--- config.mk ---
export PLATFORM = sky130hd
export DESIGN_NAME = uart_tx_fifo_flat
export DESIGN_NICKNAME = d
export VERILOG_FILES = /design/src/rtl/uart_pkg.sv /design/src/rtl/uart_tx_fifo_if.sv /design/src/rtl/sync_fifo.sv /design/src/rtl/uart_tx_fifo.sv /design/src/flat_wrapper.sv
export SDC_FILE = /design/constraint.sdc
export NUM_CORES = 1
export LEC_CHECK = 0
export CAP_MARGIN = 30
export CORE_ASPECT_RATIO = 2
export CORE_MARGIN = 4
export CORE_UTILIZATION = 50
export DETAILED_ROUTE_END_ITERATION = 7
export PLACE_DENSITY = 0.69
export SYNTH_ARGS = -nofsm -noshare
export SYNTH_HDL_FRONTEND = slang
export SYNTH_HIERARCHICAL = 1
export SYNTH_SLANG_ARGS = --single-unit
--- constraint.sdc ---
create_clock -name clk_i -period 3.55 [get_ports clk_i]
set_clock_uncertainty 0.1 [all_clocks]
set_input_delay 0.71 -clock clk_i [delete_from_list [all_inputs] [get_ports clk_i]]
set_output_delay 0.71 -clock clk_i [all_outputs]
set_load 0.01 [all_outputs]
--- src/rtl/uart_pkg.sv ---
// Shared types and helpers for the UART transmit/receive blocks.
// Pure declarations: no latency, no backpressure.
package uart_pkg;

  typedef enum logic [1:0] {IDLE, START, DATA, STOP} uart_tx_state_t;

  localparam int UART_DATA_BITS = 8;

  // Level counters need one bit beyond the pointer width so full and empty differ.
  function automatic int level_width(input int depth);
    return $clog2(depth) + 1;
  endfunction

endpackage

--- src/rtl/uart_tx_fifo_if.sv ---
// Core-side byte push bus plus status and serial line of the buffered UART transmitter.
// Latency/backpressure are set by the attached transmitter; rdy_o low means a write is dropped.
interface uart_tx_fifo_if
  import uart_pkg::*;
#(
  parameter int FIFO_DEPTH = 4
);
  localparam int LVL_W = level_width(FIFO_DEPTH);

  logic                      wr_i;
  logic [UART_DATA_BITS-1:0] wr_data_i;
  logic                      rdy_o;
  logic [LVL_W-1:0]          fifo_level_o;
  logic                      busy_o;
  logic                      tx_o;

  modport master (
    output wr_i, wr_data_i,
    input  rdy_o, fifo_level_o, busy_o, tx_o
  );

  modport slave (
    input  wr_i, wr_data_i,
    output rdy_o, fifo_level_o, busy_o, tx_o
  );

endinterface

--- src/rtl/sync_fifo.sv ---
// Single-clock FIFO with registered push/pop; head word visible combinationally on pop_dat.
// Level updates one edge after a push/pop; pushes while full are dropped, pops while empty ignored.
module sync_fifo
  import uart_pkg::*;
#(
  parameter int  WIDTH = 8,
  parameter int  DEPTH = 4,
  localparam int AW    = (DEPTH > 1) ? $clog2(DEPTH) : 1,
  localparam int LW    = level_width(DEPTH)
) (
  input  logic             clk_i,
  input  logic             rst_i,
  input  logic             push,
  input  logic [WIDTH-1:0] push_dat,
  input  logic             pop,
  output logic [WIDTH-1:0] pop_dat,
  output logic             full,
  output logic             empty,
  output logic [LW-1:0]    level
);

  if (DEPTH < 2 || (DEPTH & (DEPTH - 1)) != 0) begin : g_bad_depth
    $error("sync_fifo: DEPTH must be a power of two >= 2");
  end

  logic [WIDTH-1:0] mem [DEPTH];
  logic [AW-1:0]    wr_ptr;
  logic [AW-1:0]    rd_ptr;
  logic [LW-1:0]    cnt;
  logic             push_ok;
  logic             pop_ok;

  assign full    = (cnt == LW'(DEPTH));
  assign empty   = (cnt == '0);
  assign level   = cnt;
  assign pop_dat = mem[rd_ptr];
  assign push_ok = push && !full;
  assign pop_ok  = pop && !empty;

  // Pointers wrap naturally because DEPTH is a power of two.
  always_ff @(posedge clk_i) begin
    if (rst_i) begin
      wr_ptr <= '0;
      rd_ptr <= '0;
      cnt    <= '0;
    end else begin
      if (push_ok) wr_ptr <= wr_ptr + 1'b1;
      if (pop_ok)  rd_ptr <= rd_ptr + 1'b1;
      case ({push_ok, pop_ok})
        2'b10:   cnt <= cnt + 1'b1;
        2'b01:   cnt <= cnt - 1'b1;
        default: cnt <= cnt;
      endcase
    end
  end

  always_ff @(posedge clk_i) begin
    if (!rst_i && push_ok) mem[wr_ptr] <= push_dat;
  end

endmodule

--- src/rtl/uart_tx_fifo.sv ---
// Buffered 8N1 UART transmitter: bytes queue in a FIFO and leave LSB-first on tx_o at CLK_DIV clocks/bit.
// Byte written into an idle, empty block is popped next edge and tx_o falls the edge after; rdy_o low = FIFO full.
module uart_tx_fifo
  import uart_pkg::*;
#(
  parameter int CLK_DIV    = 217,
  parameter int FIFO_DEPTH = 4,
  parameter int STOP_BITS  = 1
) (
  input  logic            clk_i,
  input  logic            rst_i,
  uart_tx_fifo_if.slave   bus
);

  if (CLK_DIV < 2) begin : g_bad_div
    $error("uart_tx_fifo: CLK_DIV must be >= 2");
  end
  if (STOP_BITS != 1 && STOP_BITS != 2) begin : g_bad_stop
    $error("uart_tx_fifo: STOP_BITS must be 1 or 2");
  end

  localparam int BW = $clog2(CLK_DIV);
  localparam int IW = $clog2(UART_DATA_BITS);
  localparam int LW = level_width(FIFO_DEPTH);

  localparam logic [BW-1:0] BAUD_MAX  = BW'(CLK_DIV - 1);
  localparam logic [IW-1:0] IDX_LAST  = IW'(UART_DATA_BITS - 1);
  localparam logic          STOP_LAST = 1'(STOP_BITS - 1);

  logic                      fifo_full;
  logic                      fifo_empty;
  logic                      fifo_pop;
  logic [UART_DATA_BITS-1:0] fifo_head;
  logic [LW-1:0]             fifo_level;

  sync_fifo #(
    .WIDTH (UART_DATA_BITS),
    .DEPTH (FIFO_DEPTH)
  ) u_fifo (
    .clk_i    (clk_i),
    .rst_i    (rst_i),
    .push     (bus.wr_i),
    .push_dat (bus.wr_data_i),
    .pop      (fifo_pop),
    .pop_dat  (fifo_head),
    .full     (fifo_full),
    .empty    (fifo_empty),
    .level    (fifo_level)
  );

  uart_tx_state_t            state,    state_nxt;
  logic [BW-1:0]             baud_cnt, baud_nxt;
  logic [IW-1:0]             bit_idx,  idx_nxt;
  logic                      stop_cnt, stop_nxt;
  logic [UART_DATA_BITS-1:0] shreg,    shreg_nxt;
  logic                      tx_q,     tx_nxt;
  logic                      busy_q,   busy_nxt;
  logic                      baud_done;

  assign baud_done = (baud_cnt == '0);

  always_ff @(posedge clk_i) begin
    if (rst_i) begin
      state    <= IDLE;
      baud_cnt <= '0;
      bit_idx  <= '0;
      stop_cnt <= 1'b0;
      shreg    <= '0;
      tx_q     <= 1'b1;
      busy_q   <= 1'b0;
    end else begin
      state    <= state_nxt;
      baud_cnt <= baud_nxt;
      bit_idx  <= idx_nxt;
      stop_cnt <= stop_nxt;
      shreg    <= shreg_nxt;
      tx_q     <= tx_nxt;
      busy_q   <= busy_nxt;
    end
  end

  always_comb begin
    state_nxt = state;
    baud_nxt  = baud_cnt;
    idx_nxt   = bit_idx;
    stop_nxt  = stop_cnt;
    shreg_nxt = shreg;
    fifo_pop  = 1'b0;

    if (state != IDLE) begin
      baud_nxt = baud_done ? BAUD_MAX : baud_cnt - 1'b1;
    end

    case (state)
      IDLE: begin
        if (!fifo_empty) begin
          fifo_pop  = 1'b1;
          shreg_nxt = fifo_head;
          baud_nxt  = BAUD_MAX;
          state_nxt = START;
        end
      end
      START: begin
        if (baud_done) begin
          idx_nxt   = '0;
          state_nxt = DATA;
        end
      end
      DATA: begin
        if (baud_done) begin
          if (bit_idx == IDX_LAST) begin
            stop_nxt  = 1'b0;
            state_nxt = STOP;
          end else begin
            idx_nxt = bit_idx + 1'b1;
          end
        end
      end
      STOP: begin
        if (baud_done) begin
          if (stop_cnt != STOP_LAST) begin
            stop_nxt = stop_cnt + 1'b1;
          end else if (!fifo_empty) begin
            // Chain straight into the next start bit so frames stay contiguous.
            fifo_pop  = 1'b1;
            shreg_nxt = fifo_head;
            state_nxt = START;
          end else begin
            baud_nxt  = '0;
            state_nxt = IDLE;
          end
        end
      end
      default: state_nxt = IDLE;
    endcase
  end

  // Line level and busy are registered from the current state, one edge behind it.
  always_comb begin
    tx_nxt = 1'b1;
    case (state)
      START:   tx_nxt = 1'b0;
      DATA:    tx_nxt = shreg[bit_idx];
      default: tx_nxt = 1'b1;
    endcase
    busy_nxt = (state != IDLE) || !fifo_empty;
  end

  assign bus.rdy_o        = !fifo_full;
  assign bus.fifo_level_o = fifo_level;
  assign bus.busy_o       = busy_q;
  assign bus.tx_o         = tx_q;

endmodule

--- src/flat_wrapper.sv ---
// flat-port wrapper written by rule: the top's interface ports become plain ports
module uart_tx_fifo_flat import uart_pkg::*;
#(
  parameter int CLK_DIV    = 217,
  parameter int FIFO_DEPTH = 4,
  parameter int STOP_BITS  = 1
)
  (clk_i, rst_i, bus_wr_i, bus_wr_data_i, bus_rdy_o, bus_fifo_level_o, bus_busy_o, bus_tx_o);
  uart_tx_fifo_if #(.FIFO_DEPTH(FIFO_DEPTH)) bus_i ();
  input  logic clk_i;
  input  logic rst_i;
  input wire logic [$bits(bus_i.wr_i)-1:0] bus_wr_i;
  input wire logic [$bits(bus_i.wr_data_i)-1:0] bus_wr_data_i;
  output wire logic [$bits(bus_i.rdy_o)-1:0] bus_rdy_o;
  output wire logic [$bits(bus_i.fifo_level_o)-1:0] bus_fifo_level_o;
  output wire logic [$bits(bus_i.busy_o)-1:0] bus_busy_o;
  output wire logic [$bits(bus_i.tx_o)-1:0] bus_tx_o;
  assign bus_i.wr_i = bus_wr_i;
  assign bus_i.wr_data_i = bus_wr_data_i;
  assign bus_rdy_o = bus_i.rdy_o;
  assign bus_fifo_level_o = bus_i.fifo_level_o;
  assign bus_busy_o = bus_i.busy_o;
  assign bus_tx_o = bus_i.tx_o;
  uart_tx_fifo #(.CLK_DIV(CLK_DIV), .FIFO_DEPTH(FIFO_DEPTH), .STOP_BITS(STOP_BITS)) u_core (.clk_i(clk_i), .rst_i(rst_i), .bus(bus_i));
endmodule
# [Yosys cells after proc, flatten, opt, wreduce, memory -nomap -nowiden]
# Memories as Yosys holds them, arrays and structs flattened. A register that Yosys moved wholly into a read port is not among the register bits.
# Cells that the tools add are included.
[word_totals] register_bits=31 ram_bits=32 input_bits=11 output_inout_bits=6 elab_cells=92 n_memories=1
[op_classes] n_addsub=7 order_cmp=1 eq_ne=14 muxes=40 n_reduce_logical=19
[mem_list] memory="u_core.u_fifo.mem" words=4 word_bits=8 read_ports=1 rd_clocked_by_memory_dff=1 wr=1 line_no="sync_fifo.sv:26" source="logic [WIDTH-1:0] mem [DEPTH];"
[ops] operator="$mux W8" n=9
[ops] operator="$pmux W8 S2" n=2
[ops] operator="$mux W2" n=8
[ops] operator="$pmux W3 S2" n=2
[ops] operator="$mux W1" n=11
[ops] operator="$reduce_bool A2 Y1" n=5
[ops] operator="$mux W3" n=3
[ops] operator="$logic_not A8 Y1" n=1
[ops] operator="$ne A2 B1 Y1 const B" n=4
[ops] operator="$pmux W2 S4" n=1
[ops] operator="$reduce_and A4 Y1" n=2
[ops] operator="$sub A8 B1 Y8 const B" n=1
[ops] operator="$add A3 B1 Y3 const B" n=2
[ops] operator="$eq A2 B2 Y1 const B" n=3
[ops] operator="$eq A3 B3 Y1 const B" n=2
[ops] operator="$ne A2 B2 Y1 const B" n=3
[ops] operator="$pmux W1 S2" n=3
[ops] operator="$reduce_and A6 Y1" n=1
[ops] operator="$add A2 B1 Y2 const B" n=2
[ops] operator="$eq A2 B1 Y1 const B" n=2
[ops] operator="$lt A3 B4 Y1 const B" n=1
[ops] operator="$bmux W1 S3" n=1
[ops] operator="$logic_and A1 B1 Y1" n=3
[ops] operator="$logic_not A1 Y1" n=3
[ops] operator="6 further kinds" n=6

# [Depth between registers and ports, before layout]
# Gate-level depths: netlist (run 1).
[depth] depth_word=8 ltp_mapped=14 mapped_depth_nobuf=13

# [Modules after synthesis]
# The synthesis (run 1) kept the hierarchy.
[modules_own_cells] module="sync_fifo" n_inst=1 cells_per_inst=96 area_each_um2=1636.6 seq_area_each_um2=1141.1
[modules_own_cells] module="uart_tx_fifo" n_inst=1 cells_per_inst=146 area_each_um2=1292.5 seq_area_each_um2=460.4

# [Worst setup path before layout (run 1)]
# Ideal clock, no wire load.
[synth_timing] kind="flip-flop to flip-flop" start="register u_core.state[0]" end="register u_core.u_fifo.cnt[2] (netlist: u_core/u_fifo/level[2])" setup_ps=71 t_arrival_ps=2621 t_required_ps=3379 slack_ps=758 path_stages_with_launch=15 path_buffers=2 period_less_slack_ps=2792 cell_sequence="dfxtp_1 > inv_1 > ha_1 > clkbuf_1 > clkbuf_1 > a31oi_1 > nor3_1 > o31ai_1 > inv_1 > ha_1 > inv_1 > fa_1 > xor2_1 > or3_1 > a21oi_1"
[synth_via] elab_chain_len=5 elab_cells_between_ends=8 classes_between="eq/ne: 3; mux: 2; reduce/logical: 3"
[synth_lines] item="from (decl)" line_no="uart_tx_fifo.sv:51" source="uart_tx_state_t state, state_nxt;"
[synth_lines] item="from (signal assigned)" line_no="uart_tx_fifo.sv:72" source="state <= state_nxt;"
[synth_lines] item="$eq A2 B2 Y1 / $logic_not A2 Y1 (equally long branches)" line_no="uart_tx_fifo.sv:94" source="case (state)"
[synth_lines] item="$pmux W1 S2 *" line_no="uart_tx_fifo.sv:94"
[synth_lines] item="named net u_core.fifo_pop" line_no="uart_tx_fifo.sv:32" source="logic fifo_pop;"
[synth_lines] item="$logic_and A1 B1 Y1 *" line_no="sync_fifo.sv:38" source="assign pop_ok = pop && !empty;"
[synth_lines] item="$eq A2 B1 Y1 / $eq A2 B2 Y1 (equally long branches)" line_no="sync_fifo.sv:49" source="case ({push_ok, pop_ok})"
[synth_lines] item="$pmux W3 S2 / $reduce_bool A2 Y1 (equally long branches)"
[synth_lines] item="to (signal assigned)" line_no="sync_fifo.sv:50" source="2'b10: cnt <= cnt + 1'b1;"
[synth_lines] item="to (signal assigned)" line_no="sync_fifo.sv:51" source="2'b01: cnt <= cnt - 1'b1;"
[synth_lines] item="to (signal assigned)" line_no="sync_fifo.sv:52" source="default: cnt <= cnt;"
[synth_lines] item="to (decl)" line_no="sync_fifo.sv:29" source="logic [LW-1:0] cnt;"
# The timed path passes the listed nets; every way through them passes the cells marked *.
# A chain may end at the register's enable or synchronous reset.

# [Worst setup path in the final report (run 1)]
[layout_timing] start="register u_core.baud_cnt[0]" end="register u_core.u_fifo.cnt[2] (netlist: u_core/u_fifo/level[2])"
[layout_via] elab_chain_len=6 elab_cells_between_ends=8 classes_between="eq/ne: 2; mux: 3; reduce/logical: 3"
[layout_lines] item="from (decl)" line_no="uart_tx_fifo.sv:52" source="logic [BW-1:0] baud_cnt, baud_nxt;"
[layout_lines] item="from (signal assigned)" line_no="uart_tx_fifo.sv:73" source="baud_cnt <= baud_nxt;"
[layout_lines] item="$logic_not A8 Y1 *" line_no="uart_tx_fifo.sv:60" source="assign baud_done = (baud_cnt == '0);"
[layout_lines] item="$mux W1 *" line_no="uart_tx_fifo.sv:120" source="if (baud_done) begin"
[layout_lines] item="$pmux W1 S2 *" line_no="uart_tx_fifo.sv:94"
[layout_lines] item="named net u_core.fifo_pop" line_no="uart_tx_fifo.sv:32"
[layout_lines] item="$logic_and A1 B1 Y1 *" line_no="sync_fifo.sv:38"
[layout_lines] item="$eq A2 B1 Y1 / $eq A2 B2 Y1 (equally long branches)" line_no="sync_fifo.sv:49"
[layout_lines] item="$pmux W3 S2 / $reduce_bool A2 Y1 (equally long branches)"
# Marked as above.

==> results.sh, run 1 <==
export IMPL_status="completed"
export IMPL_synth_area_per_cell_um2=12.10
export IMPL_place_congestion=0.8951
export IMPL_start_util_pct=51.30
export IMPL_antenna_cells=0
export IMPL_power_frac_comb_pct=35.4
export IMPL_io_buffers=16
export IMPL_grt_max_degree=21
export IMPL_cts_resized=0
export IMPL_grt_use_total_pct=16.53
export IMPL_synth_top_area_cell="edfxtp_1"
export IMPL_antenna_found_initial=0
export IMPL_synth_edf_count=32
export IMPL_total_leakage_power_nw=1.293
export IMPL_synth_top_area_share_pct=32.81
export IMPL_power_switching_mw=1.013
export IMPL_synth_ff_type="edfxtp_1"
export IMPL_pwr_share_clk_pct=30.2
export IMPL_crit_path_start_kind="flip-flop"
export IMPL_timing_fmax_ghz=0.3384
export IMPL_critPathMaxFanout=6
export IMPL_synth_simple_area_share_pct=12.17
export IMPL_post_drt_wl_per_cell_um=15.99
export IMPL_rsz0062_at_grt="false"
export IMPL_grt_pass1_wl_um=9052
export IMPL_drive_above_1_share_pct=14.39
export IMPL_synth_mux_area_share_pct=12.17
export IMPL_cts_tree="yes"
export IMPL_maxCapViolations=0
export IMPL_tightest_slew_ns=0.6171
export IMPL_synth_seq_cells=64
export IMPL_die_w_um=62.12
export IMPL_cts_buffers=9
export IMPL_clock_sinks=64
export IMPL_async_flop_share_pct=0
export IMPL_routed_wl_um=5310
export IMPL_synth_xor_area_share_pct=1.794
export IMPL_syn_inst=242
export IMPL_io_pins=17
export IMPL_clock_path_buffers=2
export IMPL_grt_overflow_total=0
export IMPL_synth_top_family_by_area="simple AND/OR/NAND/NOR gates"
export IMPL_core_area_um2=5709
export IMPL_worstSetupEndpointType="flip-flop"
export IMPL_insertion_delay_ns=0.33
export IMPL_min_period_ns=2.955
export IMPL_first_global_vias=1929
export IMPL_critical_path_class="reg -> reg"
export IMPL_regArea_um2=1602
export IMPL_row_count=39
export IMPL_area_growth_pct=19.48
export IMPL_dieArea_um2=7221
export IMPL_ys_warn_count=6
export IMPL_drc=0
export IMPL_multi_input_area_um2=1214
export IMPL_layout_nets=291
export IMPL_synth_area_leaders="edfxtp_1, dfxtp_1, mux4_2"
export IMPL_cts_setup_buffers=0
export IMPL_crit_required_ns=3.71
export IMPL_hpwl_um=3785
export IMPL_drt_antenna_violating_nets=0
export IMPL_worstHoldPathCells=2
export IMPL_synth_fp_nets=267
export IMPL_max_slew_margin_pct=58.82
export IMPL_holdWs_ns=0.3565
export IMPL_p_seq_share_pct=34.4
export IMPL_powerDensity_nw_per_um2=877.9
export IMPL_ir_worst_vdd_mv=0.7445
export IMPL_setup_violations=0
export IMPL_clk_pin_slew_ns=0.05
export IMPL_htreeDepth=3
export IMPL_syn_area_um2=2929
export IMPL_clock_root_buffer="clkbuf_16"
export IMPL_synth_compound_area_share_pct=9.056
export IMPL_fill_cells=461
export IMPL_internal_power_mw=2.060
export IMPL_reg2reg_depth=13
export IMPL_synthAdderAreaFrac_pct=6.237
export IMPL_finalCritPeriodShare_pct=83.23
export IMPL_postCtsHoldBufs=0
export IMPL_die_height_um=116.2
export IMPL_arrival_ns=3.11
export IMPL_routed_via_count=1861
export IMPL_via_per_inst=5.605
export IMPL_setup_tns_ns=0
export IMPL_hold_path_class="reg -> reg"
export IMPL_finalHoldViolCount=0
export IMPL_final_max_slew_viol_count=0
export IMPL_first_pass_iters=4
export IMPL_switching_share_pct=32.96
export IMPL_yosysSeqAreaShare_pct=54.68
export IMPL_synth_distinct_cells=43
export IMPL_drtIter0Drc=92
## worst max-delay path: stages, from the launching register on
cell,delay [ns]
dfxtp_1,0.33
inv_1,0.09
ha_1,0.17
nor3b_2,0.41
a31oi_1,0.15
nor3_1,0.19
o31ai_1,0.14
inv_1,0.07
ha_1,0.18
inv_1,0.06
fa_1,0.37
xor2_1,0.16
or3_1,0.30
a21oi_1,0.15
## power groups by stage
stage	Sequential (mW)	Combinational (mW)	Clock [mW]
2_1_floorplan	1.03	0.839	0
3_3_place_gp	1.07	1.07	0
3_5_place_dp	1.07	1.08	0
4_1_cts	1.06	1.09	0.952
5_1_grt	1.08	1.21	0.992
6_report	1.06	1.09	0.929
## per-stage QoR
step | util [%] | cell area [um2] | power [mW] | std cells | setup slack, ns
after floorplan | - | 2929 | 1.864 | 242 | 0.7583
after global placement | 55.69 | 3179 | 2.143 | 316 | 0.6739
after detailed placement | 55.69 | 3179 | 2.154 | 316 | 0.6019
after CTS | 61.30 | 3500 | 3.102 | 332 | 0.5853
after global routing | 61.30 | 3500 | 3.279 | 332 | 0.2828
final | 61.30 | 3500 | 3.072 | 332 | 0.5953
## worst paths after layout
path | slack, ns | from | to
setup / recovery | 0.60 | u_core/baud_cnt[0]$_SDFF_PP0_ | u_core/u_fifo/level[2]$_SDFFE_PP0P_
hold / removal | 0.36 | u_core/shreg[6]$_SDFFE_PP0P_ | u_core/shreg[6]$_SDFFE_PP0P_
setup reg to reg | 0.60 | u_core/baud_cnt[0]$_SDFF_PP0_ | u_core/u_fifo/level[2]$_SDFFE_PP0P_
hold reg to reg | 0.36 | u_core/shreg[6]$_SDFFE_PP0P_ | u_core/shreg[6]$_SDFFE_PP0P_
## synth_stat cells (2+ instances only)
cell and number:
edfxtp_1 32, a31oi_1 3, nor3_1 6, or3_1 3, mux4_2 10, dfxtp_1 32
a22oi_1 2, o21ai_0 6, nor2_1 14, clkbuf_1 8, mux2i_1 12, nand2b_1 3
o21a_1 3, nor3b_2 2, nand2_1 26, nor2b_1 2, and2_1 2, o31ai_1 2
xnor2_1 3, a21oi_1 14, buf_4 2, ha_1 13, xor2_1 3, inv_1 16
nor3b_1 5
## area by class of cell
type                       instances  area share [%]
tap                               61           2.181
inverter                          16           1.716
multi-input combinational        150           34.68
clock buffer                       9           6.435
clock inverter                     7           2.717
sequential                        64           45.76
timing repair buffer              25           6.507
## logic make-up after synthesis
group                      Yosys count
AOI/OAI and AO/OA                   39
and+or+nand+nor                     68
muxes                               23
xor gates and xnor gates             6
adders and majority gates           14
buffers and inverters               28
DFF                                 64
## placed cells by master, fill, tap and decap left out, types with 2 or more instances in the layout
| cell type | Yosys | final |
|---|---|---|
| nor3b_1 | 5 | 5 |
| a31oi_1 | 3 | 3 |
| dfxtp_1 | 32 | 32 |
| edfxtp_1 | 32 | 32 |
| nand2_1 | 26 | 26 |
| or3_1 | 3 | 3 |
| nand2b_1 | 3 | 3 |
| a22oi_1 | 2 | 2 |
| nor2b_1 | 2 | 2 |
| inv_1 | 16 | 16 |
| clkdlybuf4s50_1 | 0 | 16 |
| mux2i_1 | 12 | 12 |
| bufinv_16 | 0 | 2 |
| clkinv_4 | 0 | 2 |
| xor2_1 | 3 | 3 |
| o21ai_0 | 6 | 6 |
| o31ai_1 | 2 | 2 |
| o21a_1 | 3 | 3 |
| nor2_1 | 14 | 14 |
| buf_4 | 2 | 9 |
| xnor2_1 | 3 | 3 |
| nor3b_2 | 2 | 2 |
| ha_1 | 13 | 13 |
| mux4_2 | 10 | 10 |
| clkbuf_16 | 0 | 9 |
| and2_1 | 2 | 2 |
| a21oi_1 | 14 | 14 |
| nor3_1 | 6 | 6 |
## routing by layer
| layer | global-route usage (%) | vias to the layer above | wire length, um |
|---|---|---|---|
| met5 | 0 | - | 0 |
| met4 | 10.42 | 0 | 201 |
| met3 | 5.294 | 16 | 185 |
| met2 | 29.43 | 37 | 2901 |
| met1 | 16.32 | 889 | 2022 |
| li1 | - | 919 | - |
## sequential cells by signal, summed over array words and instances, names as in the netlist, named ones only
name / count
u_core/bus.tx_o: 1
u_core/shreg: 8
u_core/state: 2
u_core/u_fifo/level: 3
u_core/u_fifo/rd_ptr: 2
u_core/bus.busy_o: 1
u_core/u_fifo/wr_ptr: 2
u_core/baud_cnt: 8
u_core/bit_idx: 3
u_core/u_fifo/mem: 32
Note: power is estimated with default switching activity, not from simulation.
==> run 2, diff against run 1 <==
- PLACE_DENSITY: 0.69 -> 0.71
- clock period: 3.55 -> 2.6 ns (I/O delays scaled with it)
==> run 2 against run 1 <==
Effect of this change:
- first-iteration DRC count grew 1.1%
- critical path depth is the same
- register-to-register slack lost 0.49 ns
- combinational power grew 51%
- sequential power grew 34%
- clock power grew 33%
- non-clock buffer count grew 10
- fmax grew 19%
==> results.sh, run 2 (synthesis gave the netlist of run 1 again) <==
export IMPL_status="completed"
export IMPL_rsz0062_at_grt="true"
export IMPL_row_count=39
export IMPL_tightest_slew_ns=0.6644
export IMPL_die_w_um=62.12
export IMPL_final_util_pct=63.03
export IMPL_layout_nets=301
export IMPL_cts_tree="yes"
export IMPL_critical_path_class="reg -> reg"
export IMPL_drive_above_1_share_pct=20.64
export IMPL_clk_pin_slew_ns=0.05
export IMPL_die_height_um=116.2
export IMPL_place_congestion=0.9629
export IMPL_power_switching_mw=1.405
export IMPL_clock_root_buffer="clkbuf_16"
export IMPL_final_cell_mix="edfxtp_1, nand2_1, dfxtp_1"
export IMPL_antenna_cells=0
export IMPL_first_pass_iters=4
export IMPL_insertion_delay_ns=0.33
export IMPL_cpPeakStageDelay_ns=0.33
export IMPL_r2r_slack_ns=0.11
export IMPL_grt_overflow_total=0
export IMPL_cts_buffers=9
export IMPL_p_seq_share_pct=33.0
export IMPL_antenna_found_initial=0
export IMPL_hpwl_um=3937
export IMPL_drc=0
export IMPL_setup_violations=0
export IMPL_start_util_pct=51.30
export IMPL_grt_max_degree=21
export IMPL_finalCritPeriodShare_pct=95.76
export IMPL_reg_top3="u_core/u_fifo/mem x32, u_core/baud_cnt x8, u_core/shreg x8"
export IMPL_total_leakage_power_nw=1.337
export IMPL_area_growth_pct=22.85
export IMPL_io_buffers=16
export IMPL_pwr_share_clk_pct=28.7
export IMPL_hold_path_class="reg -> reg"
export IMPL_via_per_inst=5.643
export IMPL_final_common_cell="edfxtp_1"
export IMPL_worstSetupEndpointType="flip-flop"
export IMPL_min_period_ns=2.490
export IMPL_grt_use_total_pct=16.65
export IMPL_htreeDepth=3
export IMPL_timing_fmax_ghz=0.4016
export IMPL_core_area_um2=5709
export IMPL_path_cells="inv_2 > ha_4 > nor3b_4 > a31oi_1 > nor3_2 > o31ai_1 > inv_1 > ha_2 > inv_1 > fa_2 > xor2_1 > or3_1 > a21oi_1"
export IMPL_slowest_stage="fa_2"
export IMPL_finalHoldViolCount=0
export IMPL_first_global_vias=2013
export IMPL_powerDensity_nw_per_um2=1199
export IMPL_postCtsHoldBufs=0
export IMPL_holdWs_ns=0.3554
export IMPL_drt_antenna_violating_nets=0
export IMPL_layoutNonFillerInstCount=342
export IMPL_grt_pass1_wl_um=9094
export IMPL_dieArea_um2=7221
export IMPL_ir_worst_vdd_mv=1.034
export IMPL_max_slew_margin_pct=55.33
export IMPL_internal_power_mw=2.908
export IMPL_cts_setup_buffers=0
export IMPL_top_register="u_core/u_fifo/mem"
export IMPL_crit_top_cell="inv_1"
export IMPL_critPathMaxFanout=3
export IMPL_clock_sinks=64
export IMPL_io_pins=17
export IMPL_clock_path_buffers=2
export IMPL_power_frac_comb_pct=38.3
export IMPL_post_drt_wl_per_cell_um=16.02
export IMPL_drtIter0Drc=93
export IMPL_largest_register_ffs=32
export IMPL_switching_share_pct=32.58
export IMPL_final_max_slew_viol_count=0
export IMPL_routed_wl_um=5479
export IMPL_routed_via_count=1930
export IMPL_crit_required_ns=2.76
export IMPL_maxCapViolations=0
export IMPL_post_place_cells=326
export IMPL_crit_path_start_kind="flip-flop"
export IMPL_arrival_ns=2.65
==> run 2: changes by cell type in the layout (fill, tap and decap cells not counted), moves of 2 or more <==
cell,change
clkbuf_1,+4
inv_2,+2
dfxtp_2,+6
dfxtp_1,-6
inv_1,-2
ha_1,-2
buf_4,+10
clkinv_4,-2
==> run 2: power groups by stage <==
stage | registers [mW] | logic [mW] | clock network [mW]
finish | 1.42 | 1.65 | 1.24
global route | 1.45 | 1.80 | 1.31
CTS | 1.43 | 1.64 | 1.26
detailed placement | 1.44 | 1.63 | 0
global placement | 1.43 | 1.62 | 0
floorplan | 1.41 | 1.17 | 0
==> run 2: layout make-up <==
class / instances / area (um2)
Fill cell: 439 / 2111
Inverter: 16 / 60.06
Clock inverter: 3 / 67.56
Tap cell: 61 / 76.32
Timing Repair Buffer: 35 / 302.8
Sequential cell: 64 / 1609
Multi-Input combinational cell: 150 / 1242
Clock buffer: 13 / 240.2
==> run 2: critical path, delay by kind of cell (launching register included) <==
kind,cells,cell delay (ns)
AOI/OAI and AO/OA,3,0.36
xor gates and xnor gates,1,0.15
adders and majority gates,3,0.65
buffers and inverters,3,0.20
DFF,1,0.32
and+or+nand+nor,3,0.64
==> run 2: timing repair <==
action,in CTS,in global routing
gates resized for setup,0,3
pin swaps,1,0
setup endpoints to repair,1,1
==> run 2: metal layers <==
layer	wire length (um)	vias up	track usage (%)	share of wire, %
li1	-	938	-	-
met1	1885	935	14.97	34
met2	3225	42	30.82	59
met3	201	15	4.427	3.7
met4	167	0	12.74	3.0
met5	0	-	0	0
==> run 2: path summary, 6_finish.rpt <==
check                                             end  depth (start not counted)                           from
setup / recovery  u_core/u_fifo/level[2]$_SDFFE_PP0P_                         13  u_core/baud_cnt[1]$_SDFF_PP0_
hold / removal           u_core/shreg[6]$_SDFFE_PP0P_                          2   u_core/shreg[6]$_SDFFE_PP0P_
setup reg to reg  u_core/u_fifo/level[2]$_SDFFE_PP0P_                         13  u_core/baud_cnt[1]$_SDFF_PP0_
hold reg to reg          u_core/shreg[6]$_SDFFE_PP0P_                          2   u_core/shreg[6]$_SDFFE_PP0P_
==> run 2: metrics by stage <==
step,worst slack [ns],total power [mW],setup TNS [ns],cell area [um2]
2_1_floorplan,-0.03841,2.582,-0.03841,2960
3_3_place_gp,0.05379,3.044,0,3283
3_5_place_dp,0.01264,3.066,0,3283
4_1_cts,0.02280,4.322,0,3591
5_1_grt,-0.03091,4.563,-0.03091,3598
6_report,0.1102,4.313,0,3598
